**config.mk**
```make
export PLATFORM = sky130hd
export DESIGN_NAME = measurement_sequencer
export DESIGN_NICKNAME = d
export VERILOG_FILES = /design/src/rtl/measurement_sequencer.sv
export SDC_FILE = /design/constraint.sdc
export NUM_CORES = 1
export LEC_CHECK = 0
export CAP_MARGIN = 20
export CORE_AREA = 2 2 39 41
export DETAILED_ROUTE_END_ITERATION = 12
export DIE_AREA = 0 0 41 43
export GPL_TIMING_DRIVEN = 0
export PLACE_DENSITY = 0.69
export SLEW_MARGIN = 40
export SYNTH_ARGS = -nofsm -noshare
export SYNTH_HDL_FRONTEND = slang
export SYNTH_SLANG_ARGS = --single-unit
```
**constraint.sdc**
```tcl
create_clock -name clk_i -period 1.3 [get_ports clk_i]
set_input_delay 0.26 -clock clk_i [delete_from_list [all_inputs] [get_ports clk_i]]
set_output_delay 0.26 -clock clk_i [all_outputs]
set_load 0.005 [all_outputs]
```
**src/rtl/measurement_sequencer.sv**
```systemverilog
// measurement_sequencer
//   Sequences one voltmeter measurement. A start request arms the block,
//   the first zero-crossing rising edge opens the integration window, and
//   the window stays open until the external 24-cycle line counter reports
//   finished. An abort or a watchdog timeout flushes the counter round to
//   its wrap point so it always ends in a clean zero state.
//
//   Optional feature macro: MEAS_SEQ_WATCHDOG_EN (watchdog present when
//   defined; otherwise err_o is tied low and ARM/INTEGRATE wait forever).
//
// Ports
//   clk_i, rst_i            clock, synchronous active-high reset
//   start_i                 start request (taken in IDLE only)
//   abort_i                 abort request (taken in ARM / INTEGRATE only)
//   irq_ack_i               clears the sticky done_o / err_o flags
//   zero_cross_i            synchronized comparator level
//   cnt_count_i[4:0]        line-cycle counter value (0..24)
//   cnt_finished_i          line-cycle counter finished flag
//   cnt_increment_o         one-clock counter advance pulse
//   cnt_clear_o             one-clock finished-flag clear pulse
//   integrate_o             integration window enable
//   busy_o                  not in IDLE
//   done_o, err_o           sticky completion / timeout flags
module measurement_sequencer #(
    parameter int WDOG_W     = 20,
    parameter int WDOG_LIMIT = 1000000
) (
    input  logic       clk_i,
    input  logic       rst_i,
    input  logic       start_i,
    input  logic       abort_i,
    input  logic       irq_ack_i,
    input  logic       zero_cross_i,
    input  logic [4:0] cnt_count_i,
    input  logic       cnt_finished_i,
    output logic       cnt_increment_o,
    output logic       cnt_clear_o,
    output logic       integrate_o,
    output logic       busy_o,
    output logic       done_o,
    output logic       err_o
);

    localparam logic [4:0] CNT_FULL = 5'd24;

    // Limit must be a non-zero value representable in the watchdog counter.
    if (WDOG_LIMIT < 1 || longint'(WDOG_LIMIT) >= (longint'(1) << WDOG_W)) begin : g_bad_wdog_cfg
        $error("measurement_sequencer: WDOG_LIMIT does not fit in WDOG_W bits");
    end

    typedef enum logic [2:0] {
        S_IDLE,
        S_ARM,
        S_INTEG,
        S_FLUSH,
        S_CLEAR
    } state_t;

    state_t state_q, state_d;
    logic   zc_q;
    logic   rise;
    logic   arm_entry;
    logic   wdog_take;
    logic   ok_q, ok_d;
    logic   inc_q, inc_d;
    logic   clr_q, clr_d;
    logic   integ_q, integ_d;
    logic   busy_q, busy_d;
    logic   done_q, done_d;

    assign rise      = zero_cross_i & ~zc_q;
    assign arm_entry = (state_q == S_IDLE) && start_i;

`ifdef MEAS_SEQ_WATCHDOG_EN
    localparam logic [WDOG_W-1:0] WDOG_LAST = WDOG_W'(WDOG_LIMIT - 1);

    logic [WDOG_W-1:0] wdog_q, wdog_d;
    logic              wdog_hit;
    logic              err_q, err_d;

    always_comb begin
        // The limit is reached on the clock that would advance the count to
        // WDOG_LIMIT; a rise in that clock restarts the window instead.
        wdog_hit  = ((state_q == S_ARM) || (state_q == S_INTEG)) && !rise
                    && (wdog_q == WDOG_LAST);
        // Finishing in INTEGRATE outranks a coincident timeout.
        wdog_take = wdog_hit && !((state_q == S_INTEG) && cnt_finished_i);

        wdog_d = wdog_q;
        if (arm_entry) begin
            wdog_d = '0;
        end else if ((state_q == S_ARM) || (state_q == S_INTEG)) begin
            if (rise) begin
                wdog_d = '0;
            end else if (wdog_q != WDOG_LAST) begin
                wdog_d = wdog_q + WDOG_W'(1);
            end
        end

        err_d = err_q;
        if (wdog_take) begin
            err_d = 1'b1;
        end else if (irq_ack_i || arm_entry) begin
            err_d = 1'b0;
        end
    end

    always_ff @(posedge clk_i) begin
        if (rst_i) begin
            wdog_q <= '0;
            err_q  <= 1'b0;
        end else begin
            wdog_q <= wdog_d;
            err_q  <= err_d;
        end
    end

    assign err_o = err_q;
`else
    assign wdog_take = 1'b0;
    assign err_o     = 1'b0;
`endif

    always_comb begin
        state_d = state_q;
        ok_d    = ok_q;
        inc_d   = 1'b0;

        case (state_q)
            S_IDLE: begin
                if (start_i) state_d = S_ARM;
            end
            S_ARM: begin
                // The aligning edge opens the window but is not counted.
                if (wdog_take)    state_d = S_FLUSH;
                else if (abort_i) state_d = S_FLUSH;
                else if (rise)    state_d = S_INTEG;
            end
            S_INTEG: begin
                if (cnt_finished_i) begin
                    state_d = S_CLEAR;
                    ok_d    = 1'b1;
                end else if (wdog_take || abort_i) begin
                    state_d = S_FLUSH;
                end else if (rise) begin
                    inc_d = 1'b1;
                end
            end
            S_FLUSH: begin
                if (cnt_finished_i) state_d = S_CLEAR;
            end
            S_CLEAR: begin
                state_d = S_IDLE;
            end
            default: begin
                state_d = S_IDLE;
            end
        endcase

        if (state_d == S_FLUSH) ok_d = 1'b0;

        // Keep pushing the counter toward its wrap point. The count we see
        // lags our pulse by a clock, so one extra pulse lands on 24 and is
        // swallowed by the counter's unconditional 24->0 wrap.
        if ((state_d == S_FLUSH) && (cnt_count_i != CNT_FULL)) inc_d = 1'b1;

        integ_d = (state_d == S_INTEG);
        clr_d   = (state_d == S_CLEAR);
        busy_d  = (state_d != S_IDLE);

        done_d = done_q;
        if ((state_q == S_CLEAR) && ok_q) begin
            done_d = 1'b1;
        end else if (irq_ack_i || arm_entry) begin
            done_d = 1'b0;
        end
    end

    always_ff @(posedge clk_i) begin
        if (rst_i) begin
            state_q <= S_IDLE;
            zc_q    <= 1'b0;
            ok_q    <= 1'b0;
            inc_q   <= 1'b0;
            clr_q   <= 1'b0;
            integ_q <= 1'b0;
            busy_q  <= 1'b0;
            done_q  <= 1'b0;
        end else begin
            state_q <= state_d;
            zc_q    <= zero_cross_i;
            ok_q    <= ok_d;
            inc_q   <= inc_d;
            clr_q   <= clr_d;
            integ_q <= integ_d;
            busy_q  <= busy_d;
            done_q  <= done_d;
        end
    end

    assign cnt_increment_o = inc_q;
    assign cnt_clear_o     = clr_q;
    assign integrate_o     = integ_q;
    assign busy_o          = busy_q;
    assign done_o          = done_q;

endmodule

```
# == Yosys cells after proc, flatten, opt, wreduce, memory -nomap -nowiden ==
# Index checks and enable logic that the tools add are counted.
# totals
reg_bits,10
in_bits,12
out_inout_bits,6
wordCells,41
# op_classes
eq_ne,8
n_mux,14
n_bitwise,2
reduce_logical,9
# ops
cell,n
$mux 3,6
$eq 3x2->1 const B,4
$pmux 3 s4,1
$mux 1,7
$eq 3x3->1 const B,2
$ne 5x5->1 const B,1
$eq 3x1->1 const B,1
$logic_and 1x1->1,3
$logic_not 3->1,1
$reduce_bool 3->1,1
$reduce_and 2->1,1
$reduce_bool 2->1,1
$reduce_or 2->1,1
$and 1x1->1,1
$logic_or 1x1->1,1
$not 1->1,1

# == Longest topological paths before layout ==
# depth
depth_word,8
ltp_mapped,5
mapped_depth_nobuf,4

# == Worst setup path before layout ==
# OpenSTA, ideal clock, no wires.
# synth_timing
path_kind,reg-to-reg
start,register state_q[2]
end,"register inc_q, in the netlist cnt_increment_o"
setup_time_ns,0.069
arrival_time_ns,1.142
t_required_ns,1.231
slack_ns,0.089
stages_incl_launch_ff,5
path_buffers,1
period_less_slack_ns,1.211
cell_sequence,dfxtp_1 > buf_6 > nand2b_4 > or4b_1 > o21ai_1
# synth_via
elab_chain_len,6
word_cells_on_any_way,15
cone_classes,4 x eq/ne; 9 x mux; 2 x reduce/logical
# synth_rtl
element,line_no,source
start: declaration,59,"state_t state_q, state_d;"
start signal: assignment,190,state_q <= state_d;
"$mux 3, on equally long branches","143, 137",
"$mux 3, on equally long branches","140, 136",
$pmux 3 s4,129,case (state_q)
$eq 3x2->1,165,if ((state_d == S_FLUSH) && (cnt_count_i != CNT_FULL)) inc_d = 1'b1;
$logic_and 1x1->1,165,
$mux 1 *,165,
end signal: assignment,193,inc_q <= inc_d;
end: declaration,65,"logic inc_q, inc_d;"
# Every way passes the cells marked *; elsewhere a longest branch is shown, timed or not.
# A chain may end at the register's enable or synchronous reset.

# == Worst setup path after layout ==
# Ends and elaborated chain as after synthesis.

==> impl_metrics.csv <==
group,metric,value,unit
detailed_routing,first_pass_iters,4,
worst_setup_path,cp-end-kind,"flip-flop",
sta,fmax,823,MHz
sta,rsz0062_at_grt,"true",
cells_and_area,nets,91,
logic_synthesis,synth_area,500,µm²
detailed_routing,ant_nets,0,
logic_synthesis,synth.top_cells.by_count,"10 x dfxtp_1, 7 x o21ai_0, 5 x nor2b_1, 5 x nor3_1, 4 x nand2b_1",
clock_tree,insertion_delay,0.26,ns
cells_and_area,n_fill_cell,147,
detailed_routing,post_drt_via_cell_ratio,5.28,
pwr,finalPower,0.000711,W
sta,skew,0.00196,ns
pwr,leakage,0.310,nW
clock_tree,cts_sinks,10,
worst_hold_path,min_path_cells,2,
grt,track_usage,16.8,%
worst_setup_path,startpoint,"state_q[2]$_SDFF_PP0_",
logic_synthesis,syn-num-nets,70,
cells_and_area,multiInputGateArea,285,µm²
die,die_w,41,µm
grt,grt_max_degree,11,
logic_synthesis,yosysTopAreaCell,"dfxtp_1",
sta,period_share,93.5,%
worst_setup_path,worst-path-buf-inv,1,
sta,hold_viol,0,
grt,grt_pass1_wl,1.87,mm
detailed_routing,drt-total-wl,1.17,mm
worst_setup_path,crit_fanout,9,
flow_run,cap_violations,0,
cells_and_area,antenna_cells,0,
die,core,1380,µm²
die,io-pin-count,18,
clock_tree,cts_buffer_depth,2,
detailed_routing,route.detailed.drc,0,
die,fp.dieArea,1760,µm²
die,start_util,36.2,%
pwr,ir_drop,398,µV
worst_setup_path,ff2ff_setup_slack,0.08,ns
worst_setup_path,crit_type,"flip-flop to flip-flop",
worst_hold_path,holdPathEnd,"zc_q$_SDFF_PP0_",
place,dpl.cell_count,90,
logic_synthesis,synthTopCellsByArea,"dfxtp_1 40%, o21ai_0 7.0%, nor2b_1 6.3%, nand2b_1 5.0%, nor3_1 5.0%",
logic_synthesis,synth.avg_cell_area,8.63,µm²
place,dpl_cell_area,681,µm²
place,dp_hpwl,857,µm
grt,grt.overflow.total,0,
cells_and_area,regArea,200,µm²
sta,setup_viol,0,
worst_setup_path,r2r_cells,4,
clock_tree,cts_tree,"yes",
worst_setup_path,worstPathRequired,1.50,ns
logic_synthesis,synth_most_common_cell,"dfxtp_1",
worst_setup_path,critPathSlowestCell,"or4b_1",
clock_tree,numCtsBuffers,3,
cells_and_area,area_delta_synth_final,44.5,%
logic_synthesis,yosys_warnings,0,
pwr,power.density,983,nW/µm²
worst_setup_path,cp_data_arrival_time,1.41,ns
worst_setup_path,path_cells,"buf_6, nand2b_4, or4b_1, o21ai_1",
worst_setup_path,reg2reg_to,"cnt_increment_o$_SDFF_PP0_",
logic_synthesis,ys.flop_type,"dfxtp_1",
place,io_buffers,16,
worst_hold_path,hold_path_class,"input pin to flip-flop",
worst_setup_path,crit_path_max_incr_delay,0.46,ns
cells_and_area,final_area,723,µm²
place,place_congestion,0.823,
detailed_routing,vias,491,
clock_tree,clk_pin_slew,0.06,ns
logic_synthesis,synth.distinct_cells,27,
die,die_h,43,µm
clock_tree,root_buffer,"clkbuf_4",
logic_synthesis,yosysTopAreaCellShare,40.0,%
logic_synthesis,synth-seq-area-share,40.0,%
outcome,status,"complete, no violations",
worst_setup_path,r2r-start,"state_q[2]$_SDFF_PP0_",
grt,grt_pass1_vias,448,
detailed_routing,wire_per_inst,12.5,µm
cells_and_area,finalNonFillerCells,93,
grt,antenna_found_initial,0,
clock_tree,cts_htree_levels,1,
logic_synthesis,synth_edf_count,0,
detailed_routing,drtIter0Drc,7,
logic_synthesis,ys_seq_elements,10,
worst_setup_path,critical_path.top_delay_family,"simple AND/OR/NAND/NOR gates",
die,rows,14,
sta,drv_slew,0,
cells_and_area,layout-drive-gt1-share,15.6,%
logic_synthesis,syn_inst,58,
sta,period_minus_slack,1.22,ns
logic_synthesis,synth-async-reset-ratio,0,%
worst_hold_path,holdCritStartpoint,"rst_i",
worst_setup_path,crit_path_start_kind,"flip-flop",
cell families after synthesis:
kind of cell,count (synthesis),share of synthesized area (%)
AND/OR/NAND/NOR,25,31.0
AO/OA/AOI/OAI,17,20.8
flip-flops,10,40.0
buffers and inverters,5,7.50
other,1,0.749
power breakdown:
part           total, W  internal, W  switching, W
registers      0.000336     0.000326     0.0000104
logic          0.000169    0.0000912     0.0000783
clock network  0.000206     0.000107     0.0000992
stage by stage:
step                util (%)  setup WS, ns  setup TNS, ns  hold WS (ns)
CTS                     51.2       0.00528              0         0.392
floorplan                  -        0.0892              0         0.329
global route            52.3      -0.00272       -0.00272         0.394
global placement        49.2        -0.404          -1.37         0.533
detailed placement      49.2        -0.392          -1.36         0.534
finish                  52.3        0.0850              0         0.371
cell usage in the layout, fill, tap and decap left out, drive strengths merged:
cell,synthesis,layout
dlymetal6s2s,0,2
a21oi,2,2
a21boi,1,1
and3,1,1
nor2b,5,5
a31oi,1,1
a311oi,1,1
nor3,5,5
a32oi,1,1
inv,1,1
dlygate4sd2,0,7
clkdlybuf4s50,0,7
nor4,1,1
o31ai,1,1
nand2b,5,5
conb,1,1
nor2,3,3
clkbuf,1,3
o31a,1,1
or4b,1,1
o22ai,1,1
nand2,1,1
o21ai,8,8
dfxtp,10,10
nand3b,1,1
buf,3,4
nor3b,2,2
final cells by class:
cell class	count	area share, %
Inverter	1	0.519
Tap cell	16	2.77
Multi-Input combinational cell	43	39.4
Timing Repair Buffer	16	21.6
Sequential cell	10	27.7
Buffer	4	4.84
Clock buffer	3	3.11
routing by layer:
layer	share of wire, %	GRT usage, %	vias to the layer above
met5	0	0	-
met4	1.6	14.0	0
met3	8.6	4.71	2
met2	48	21.6	22
met1	42	21.9	220
li1	-	-	247
sequential cells by signal (all words and copies together) (netlist names):
signal	count
cnt_increment_o	1
busy_o	1
done_o	1
ok_q	1
integrate_o	1
cnt_clear_o	1
zc_q	1
state_q	3
how the worst max path moves through the flow:
| stage | endpoint | slack, ns | depth (start not counted) |
|---|---|---|---|
| finish | cnt_increment_o$_SDFF_PP0_ | 0.08 | 4 |
| global route | cnt_increment_o$_SDFF_PP0_ | -0.003 | 5 |
| CTS | cnt_increment_o$_SDFF_PP0_ | 0.005 | 3 |
| detailed placement | ok_q$_SDFFE_PP0P_ | -0.39 | 5 |
| global placement | ok_q$_SDFFE_PP0P_ | -0.40 | 5 |
| floorplan | cnt_increment_o$_SDFF_PP0_ | 0.09 | 4 |
what timing repair did:
item	CTS	global route
pin swaps	0	2
hold buffers	0	0
setup buffers	0	0
resized for setup	11	6
endpoints found under the setup margin	8	3
No activity file was read; power rests on OpenSTA's default activity.
